[src/rtl/cdc_bus_handshake_tx_pkg.sv]
// cdc_pkg: types and constants shared by the CDC handshake launcher.
//   state_t         : launcher FSM encoding (IDLE=0, WAIT_ACK=1)
//   MIN_SYNC_STAGES : smallest synchronizer depth allowed for RX_ACK
package cdc_pkg;

  typedef enum logic {
    IDLE     = 1'b0,
    WAIT_ACK = 1'b1
  } state_t;

  localparam int MIN_SYNC_STAGES = 2;

endpackage

[src/rtl/cdc_bus_handshake_tx_sync.sv]
// bit_sync_chain: 1-bit multi-flop synchronizer, every stage resets to 0.
//   CLK : destination clock of the chain
//   RST : asynchronous, active-low reset
//   D   : asynchronous input level
//   Q   : synchronized level, NUM_STAGES CLK edges after D changes
module bit_sync_chain #(
  parameter int NUM_STAGES = 2
) (
  input  logic CLK,
  input  logic RST,
  input  logic D,
  output logic Q
);

  logic [NUM_STAGES-1:0] sff;

  always_ff @(posedge CLK or negedge RST) begin
    if (!RST) begin
      sff <= '0;
    end else begin
      sff <= {sff[NUM_STAGES-2:0], D};
    end
  end

  assign Q = sff[NUM_STAGES-1];

endmodule

[src/rtl/cdc_bus_handshake_tx.sv]
// cdc_bus_handshake_tx: source-side launcher for a 2-phase toggle handshake.
// A word is held on TX_DATA and announced by toggling TX_REQ; the next word
// is launched only once the synchronized RX_ACK matches TX_REQ again. A
// one-entry pending buffer lets the source queue a word during a transfer.
//
// Ports:
//   CLK, RST   : source clock, asynchronous active-low reset
//   SRC_DATA   : word offered by source logic
//   SRC_VALID  : SRC_DATA valid, accepted when SRC_READY is also high
//   SRC_READY  : pending buffer empty
//   TX_DATA    : registered word seen by the destination domain
//   TX_REQ     : registered request level, toggles once per launched word
//   RX_ACK     : asynchronous ack level from the destination
//   BUSY       : a transfer is outstanding
//   DONE       : one-cycle pulse per completed transfer
//   PROTO_ERR  : sticky, ack toggled while nothing was outstanding
//
// State | meaning
// ------+--------------------------------------------------------------
// IDLE     | nothing outstanding; ack_s must equal TX_REQ
// WAIT_ACK | TX_DATA launched, waiting for ack_s to match TX_REQ
module cdc_bus_handshake_tx
  import cdc_pkg::*;
#(
  parameter int BUS_WIDTH  = 8,
  parameter int NUM_STAGES = 2
) (
  input  logic                 CLK,
  input  logic                 RST,
  input  logic [BUS_WIDTH-1:0] SRC_DATA,
  input  logic                 SRC_VALID,
  output logic                 SRC_READY,
  output logic [BUS_WIDTH-1:0] TX_DATA,
  output logic                 TX_REQ,
  input  logic                 RX_ACK,
  output logic                 BUSY,
  output logic                 DONE,
  output logic                 PROTO_ERR
);

  if (NUM_STAGES < MIN_SYNC_STAGES) begin : g_bad_stages
    $error("NUM_STAGES must be at least %0d", MIN_SYNC_STAGES);
  end

  state_t               state;
  logic                 pend_valid;
  logic [BUS_WIDTH-1:0] pend_data;
  logic                 ack_s;
  logic                 accept;
  logic                 complete;

  bit_sync_chain #(
    .NUM_STAGES(NUM_STAGES)
  ) u_ack_sync (
    .CLK(CLK),
    .RST(RST),
    .D  (RX_ACK),
    .Q  (ack_s)
  );

  assign SRC_READY = !pend_valid;
  assign accept    = SRC_VALID && SRC_READY;
  // 2-phase: the transfer is acknowledged once the ack level catches up
  // with the request level.
  assign complete  = (state == WAIT_ACK) && (ack_s == TX_REQ);

  always_ff @(posedge CLK or negedge RST) begin
    if (!RST) begin
      state      <= IDLE;
      pend_valid <= 1'b0;
      pend_data  <= '0;
      TX_DATA    <= '0;
      TX_REQ     <= 1'b0;
      BUSY       <= 1'b0;
      DONE       <= 1'b0;
      PROTO_ERR  <= 1'b0;
    end else begin
      DONE <= 1'b0;
      case (state)
        IDLE: begin
          if (ack_s != TX_REQ) begin
            PROTO_ERR <= 1'b1;
          end
          if (accept) begin
            TX_DATA <= SRC_DATA;
            TX_REQ  <= ~TX_REQ;
            BUSY    <= 1'b1;
            state   <= WAIT_ACK;
          end
        end
        WAIT_ACK: begin
          if (complete) begin
            DONE <= 1'b1;
            if (pend_valid) begin
              // Queued word goes out on the completion edge; SRC_READY is
              // low this cycle so no new accept can collide with it.
              TX_DATA    <= pend_data;
              TX_REQ     <= ~TX_REQ;
              pend_valid <= 1'b0;
            end else if (accept) begin
              // Bypass the empty buffer for a zero-bubble launch.
              TX_DATA <= SRC_DATA;
              TX_REQ  <= ~TX_REQ;
            end else begin
              BUSY  <= 1'b0;
              state <= IDLE;
            end
          end else if (accept) begin
            pend_data  <= SRC_DATA;
            pend_valid <= 1'b1;
          end
        end
        default: state <= IDLE;
      endcase
    end
  end

endmodule
[config.mk]
export PLATFORM = sky130hd
export DESIGN_NAME = cdc_bus_handshake_tx
export DESIGN_NICKNAME = d
export VERILOG_FILES = /design/src/rtl/cdc_bus_handshake_tx_pkg.sv /design/src/rtl/cdc_bus_handshake_tx_sync.sv /design/src/rtl/cdc_bus_handshake_tx.sv
export SDC_FILE = /design/constraint.sdc
export NUM_CORES = 1
export LEC_CHECK = 0
export BUFFER_PORTS_ARGS = -buffer_cell sky130_fd_sc_hd__buf_4
export CORE_ASPECT_RATIO = 0.7
export CORE_UTILIZATION = 45
export DETAILED_ROUTE_END_ITERATION = 8
export GPL_ROUTABILITY_DRIVEN = 0
export GPL_TIMING_DRIVEN = 0
export PLACE_DENSITY = 0.72
export SLEW_MARGIN = 20
export SYNTH_ARGS = -nofsm -noshare
export SYNTH_HDL_FRONTEND = slang
export SYNTH_HIERARCHICAL = 1
export SYNTH_SLANG_ARGS = --single-unit
export TNS_END_PERCENT = 30
[constraint.sdc]
create_clock -name CLK -period 1.5 [get_ports CLK]
set_input_delay 0.375 -clock CLK [delete_from_list [all_inputs] [get_ports CLK]]
set_output_delay 0.375 -clock CLK [all_outputs]
set_load 0.1 [all_outputs]
==> summary.md, run 1 <==
| Metric | Value |
|---|---|
| Fin util | `67.7%` |
| Worst Clk Skew | `just over 0.009 ns` |
| Maximum capacitance violations | `0` |
| Via Count | `710` |
| Chip width | `around 57 um` |
| Register area | `around 600 um^2` |
| Die ar. | `0.00234 mm^2` |
| Crit Path Max Fanout | `8` |
| Status | `finished with violations` |
| Measured slew at the worst slew-check pin | `0.395 ns` |
| Vias/cell | `5.59` |
| First-pass GRT wire length | `between 2000 and 3000 um` |
| Starting Density | `between 50% and 60%` |
| Largest net degree at the start of global routing | `25` |
| FILL cells | `about 160` |
| Yosys cell types | `23` |
| Crit path time final | `1.50 ns` |
| Synthesized cell area | `a little under 0.001 mm^2` |
| Worst-skew pair later-pin latency | `between 0.3 and 0.4 ns` |
| Area leader, netlist | `dfrtp_1` |
| Final hold vios | `0` |
| Initial antenna violation count | `0` |
| CP max stage cell | `dfrtp_4` |
| Core area | `just under 0.002 mm^2` |
| IO Count | `25` |
| Std cell rows | `13` |
| CP peak stage delay | `~0.55 ns` |
| Ranking of synthesized cells by area | `dfrtp_1 (62%), mux2_2 (9.3%), a2bb2oi_1 (6.3%), o22ai_1 (5.2%), nor3b_4 (1.9%)` |
| Most common cell after layout, fill and taps aside | `buf_4` |
| Yosys Warn Count | `6` |
| Syn_area_per_cell | `~13 um^2` |
| DR DRC count | `2` |
| Required time worst endpoint | `between 1.5 and 2 ns` |
| Total GRT Usage | `a little under a fifth` |
| Failing checks | `DRC, setup timing` |
| Root Buffer Master | `clkbuf_4` |
| Total global routing overflow | `0` |
| Crit. End Element | `register` |
| Slew Viols, Final | `0` |
| Total clock sinks | `24` |
| DRT Pass-1 Iters | `6` |
| Vias in the first global route | `between 500 and 600` |
| WS Path Type | `register to register` |
| Final worst path period share | `100%` |
| Layout cell share with drive strength beyond 1 | `between 40 and 50%` |
| Max Buffers Root-to-Sink | `2` |
| Post-route ant nets | `0` |
| Commonest non-fill, non-tap cells in the layout | `buf_4 (26), dfrtp_1 (23), o22ai_1 (8), a2bb2oi_1 (7), mux2_2 (6)` |
| DRT iter0 DRCs | `13` |
| Crit path from | `TX_REQ$_DFFE_PN0P_` |
| Post-Syn Nets | `85` |
| Inserted Diodes | `0` |
| F_max | `roughly 0.67 GHz` |
| Slew headroom | `about three quarters` |
| RSZ-0062 raised after global routing | `true` |
| Startpoint types | `register` |
| CTS tree | `built` |
| Share of the synthesized area in the top cell type | `62.0%` |
| #FFs+latches synth | `24` |
| Biggest regs | `TX_DATA: 8 flops, pend_data: 8 flops, u_ack_sync/sff: 2 flops` |
| Detailed Route WL | `between 1500 and 2000 um` |
| Port buffer count | `24` |
| CTS H-tree depth | `1` |
| Crit-path cells | `xnor2_4, nor3b_4, buf_12, mux2_2` |
| Synth Instances | `73` |
| HP Start | `RX_ACK` |
| Fin nets | `roughly 120` |
| Endpoints failing setup | `1` |
| Worst Path Arrival | `roughly 1.7 ns` |
| Worst min path class | `primary input to register` |
| DP Wirelength | `between 1000 and 1500 um` |
| Clk pin slew, worst setup/hold paths | `approximately 0.12 ns` |
| Multi-input logic area | `approximately 390 um^2` |
| Area grow syn2layout | `35.4%` |
| CTS Buf Count | `3` |
| Post-synthesis sequential area ratio | `62.0%` |
| Worst setup margin | `-0.00331 ns` |
| Wire length per cell | `around 15 um` |
| Die Y | `40.8 um` |
| RR Startpoint | `TX_REQ$_DFFE_PN0P_` |
cell families after synthesis:
kind of cell	synth area share, %
and+or+nand+nor	7.49
buffers and inverters	1.29
xor gates and xnor gates	1.81
muxes	9.30
DFF	62.0
AOI/OAI and AO/OA	18.1
metal layers:
| layer | GRT usage (%) | vias up | wire, um |
|---|---|---|---|
| li1 | - | 340 | - |
| met1 | 27.5 | 346 | 959 |
| met2 | 24.1 | 20 | 836 |
| met3 | 6.94 | 4 | 109 |
| met4 | 7.32 | 0 | 15 |
| met5 | 0 | - | 0 |
worst max-delay path, delay by kind of cell, from the launching register on:
family / cells / cell delay (ns)
buffers and inverters: 1 / 0.16
XOR/XNOR: 1 / 0.16
flip-flops: 1 / 0.55
multiplexers: 1 / 0.32
AND/OR/NAND/NOR: 1 / 0.22
metrics by stage:
step | setup TNS (ns) | area, um^2 | setup WS, ns | hold slack (ns) | instances
after floorplan | -1.17 | 991 | -0.147 | 0.0794 | 73
after global placement | -1.33 | 1200 | -0.166 | 0.286 | 119
after detailed placement | -1.43 | 1200 | -0.168 | 0.290 | 119
after CTS | -0.00927 | 1290 | -0.00500 | 0.149 | 127
after global routing | -0.672 | 1310 | -0.0784 | 0.126 | 127
final | -0.00331 | 1310 | -0.00331 | 0.157 | 127
final timing paths:
kind	slack, ns	depth (start not counted)	to
max in group asynchronous	0.76	2	TX_REQ$_DFFE_PN0P_
max reg2reg	-0.003	4	pend_data[3]$_DFFE_PN0P_
min	0.16	1	u_ack_sync/sff[0]$_DFF_PN0_
max	-0.003	4	pend_data[3]$_DFFE_PN0P_
min in group asynchronous	0.47	2	TX_DATA[4]$_DFFE_PN0P_
min reg2reg	0.37	0	u_ack_sync/sff[1]$_DFF_PN0_
final cells by class:
cell class	instances	area share (%)
Multi-Input combinational cell	46	29.7
Buffer	2	0.954
Tap cell	22	2.10
Timing Repair Buffer	28	18.1
Clock buffer	4	2.77
Inverter	1	0.286
Sequential cell	24	46.1
timing repair:
action / 4_1_cts / 5_1_grt
cloned: 0 / 0
hold buffers: 1 / 0
setup endpoints to repair: 15 / 13
endpoints found under the hold margin: 24 / 0
pin swaps: 1 / 0
resized for setup: 3 / 5
setup buffers: 3 / 0
synth_stat cells:
cell	count
dfrtp_1	24
mux2_2	8
o22ai_1	8
a2bb2oi_1	7
nand2_1	4
a21oi_1	3
nor2_1	2
o21ai_0	2
a22oi_2	1
and2_1	1
buf_2	1
clkbuf_1	1
inv_1	1
nand2b_1	1
nand3_1	1
nor2b_1	1
nor3b_1	1
nor3b_4	1
o21bai_1	1
o221ai_1	1
o2bb2a_1	1
xnor2_1	1
xor2_1	1
Power of run 1 is not shown: default switching activity piles up to over one toggle a cycle in this logic, so the estimate is an artifact.
==> run 2: changes to the inputs <==
--- a/config.mk
+++ b/config.mk
@@ -6,7 +6,7 @@
 export NUM_CORES = 1
 export LEC_CHECK = 0
 export BUFFER_PORTS_ARGS = -buffer_cell sky130_fd_sc_hd__buf_4
-export CORE_ASPECT_RATIO = 0.7
+export CORE_ASPECT_RATIO = 0.8
 export CORE_UTILIZATION = 45
 export DETAILED_ROUTE_END_ITERATION = 8
 export GPL_ROUTABILITY_DRIVEN = 0
==> run 2 against run 1 <==
Compared with the run above:
- the run ends with setup timing left
- setup slack worse by 0.0055 ns
- non-clock buffer count grew 2
- wire length grew 0.89%
- critical path depth stayed put
- die area hardly changed
- clock skew shrank 0.0024 ns
- global-route usage increased by 0.73 points
- largest cell class unchanged
==> summary.md, run 2 (synthesis gave the netlist of run 1 again) <==
| Metric | Value |
|---|---|
| Biggest regs | `TX_DATA: 8 flops, pend_data: 8 flops, u_ack_sync/sff: 2 flops` |
| Detailed Route WL | `1940 um (+0.89%)` |
| WP buf/inv | `1 (unchanged)` |
| Fin Setup TNS | `-0.0264 ns (-0.0231 ns)` |
| Measured slew at the worst slew-check pin | `0.368 ns (-0.0269 ns)` |
| Endpoints failing setup | `5 (+4)` |
| Total GRT Usage | `19.3% (+0.73 points)` |
| Clk pin slew, worst setup/hold paths | `0.13 ns (about the same)` |
| Fin util | `68.0% (+0.21 points)` |
| Initial antenna violation count | `0 (unchanged)` |
| DRT Pass-1 Iters | `2 (-4)` |
| Commonest non-fill, non-tap cells in the layout | `buf_4 (27), dfrtp_1 (23), mux2_2 (8), o22ai_1 (8), a2bb2oi_1 (7)` |
| WS Path Type | `register to register` |
| DP Wirelength | `1320 um (+7.3%)` |
| Failing checks | `setup timing` |
| Hold WS | `0.155 ns (-0.00127 ns)` |
| Crit Path Max Fanout | `4 (-4)` |
| Core area | `0.00194 mm^2 (+0.45%)` |
| Worst setup margin | `-0.00878 ns (-0.00546 ns)` |
| Crit-path cells | `xnor2_4, nor3b_4, buf_4, mux2_2` |
| Port buffer count | `24 (unchanged)` |
| CTS tree | `built` |
| Setup Slack @ Placement | `-0.176 ns (-0.00793 ns)` |
| Slew Viols, Final | `0 (unchanged)` |
| Maximum capacitance violations | `0 (unchanged)` |
| Vias in the first global route | `674 (+17%)` |
| Startpoint types | `register` |
| CP peak stage delay | `0.55 ns (about the same)` |
| Worst Clk Skew | `0.00674 ns (-0.00241 ns)` |
| F_max | `0.663 GHz (-0.36%)` |
| Vias/cell | `5.34 (-4.4%)` |
| Std cell rows | `14 (+1)` |
| CTS Buf Count | `3 (unchanged)` |
| Worst min path class | `primary input to register` |
| Required time worst endpoint | `1.72 ns (about the same)` |
| Largest net degree at the start of global routing | `25 (unchanged)` |
| IO Count | `25 (unchanged)` |
| DRT iter0 DRCs | `4 (-9)` |
| Layout cell share with drive strength beyond 1 | `44.9% (+1.1 points)` |
| CP max stage cell | `dfrtp_4` |
| Crit. End Element | `register` |
| Slew headroom | `75.4% (+1.8 points)` |
| Final worst path period share | `101% (+0.36 points)` |
| Status | `finished with violations` |
| Crit path time final | `1.51 ns (+0.00546 ns)` |
| First-pass GRT wire length | `3140 um (+6.6%)` |
| Die Y | `43.5 um (+6.6%)` |
| Fin nets | `120 (+1.7%)` |
| Total global routing overflow | `0 (unchanged)` |
| Worst-skew pair later-pin latency | `0.31 ns (about the same)` |
| Most common cell after layout, fill and taps aside | `buf_4` |
| Starting Density | `49.8% (-0.23 points)` |
| Post-route ant nets | `0 (unchanged)` |
| Final hold vios | `0 (unchanged)` |
| Worst Path Arrival | `1.73 ns (about the same)` |
| Total clock sinks | `24 (unchanged)` |
| Chip width | `53.9 um (-6.2%)` |
| CP delay by family, top | `flip-flops` |
| Max Buffers Root-to-Sink | `2 (unchanged)` |
| Via Count | `700 (-1.4%)` |
| DR DRC count | `0 (-2)` |
| Inserted Diodes | `0 (unchanged)` |
| CTS H-tree depth | `1 (unchanged)` |
| FILL cells | `156 (unchanged)` |
| Root Buffer Master | `clkbuf_4` |
| RSZ-0062 raised after global routing | `true` |
| Area grow syn2layout | `36.4%` |
| Wire length per cell | `14.8 um (-2.2%)` |
| Die ar. | `0.00234 mm^2 (about the same)` |
## run 2: area by class of cell
type,count,area [um^2],area share (%)
inverters,1,3.75,0.284
clock buffers,3,22.5,1.70
clock inverters,1,30.0,2.27
flip-flops and latches,24,604,45.7
plain buffers,2,12.5,0.947
repair buffers,30,244,18.5
multi-input cells,46,374,28.3
well taps,24,30.0,2.27
## run 2: per-stage QoR
step | instance area, um^2 | instances
CTS | 1290 | 128
global placement | 1200 | 121
floorplan | 991 | 73
finish | 1320 | 131
global route | 1320 | 131
detailed placement | 1200 | 121
## run 2: what timing repair did
action,4_1_cts,5_1_grt
pin swaps,0,1
setup buffers,2,3
resized for setup,3,4
hold endpoints to repair,24,0
endpoints found under the setup margin,10,17
hold buffers,1,0
## run 2: worst reg2reg max path, stage by stage (launching register included)
cell,delay [ns]
dfrtp_4,0.55
xnor2_4,0.16
nor3b_4,0.20
buf_4,0.18
mux2_2,0.33
## run 2: metal layers
metal  GRT usage, %  wire length, um  vias up
met3           8.07               90        2
met2           32.8              897       15
met1           23.1              935      343
li1               -                -      340
met5              0                0        -
met4           3.16               13        0
## run 2: worst paths after layout
check	start	end	slack [ns]	cells after the start
min reg2reg	u_ack_sync/sff[0]$_DFF_PN0_	u_ack_sync/sff[1]$_DFF_PN0_	0.38	0
min in group asynchronous	RST	u_ack_sync/sff[0]$_DFF_PN0_	0.46	2
min	RX_ACK	u_ack_sync/sff[0]$_DFF_PN0_	0.16	1
max reg2reg	TX_REQ$_DFFE_PN0P_	pend_data[3]$_DFFE_PN0P_	-0.009	4
max in group asynchronous	RST	TX_REQ$_DFFE_PN0P_	0.78	2
max	TX_REQ$_DFFE_PN0P_	pend_data[3]$_DFFE_PN0P_	-0.009	4
Power of run 2 is left out for the same reason.
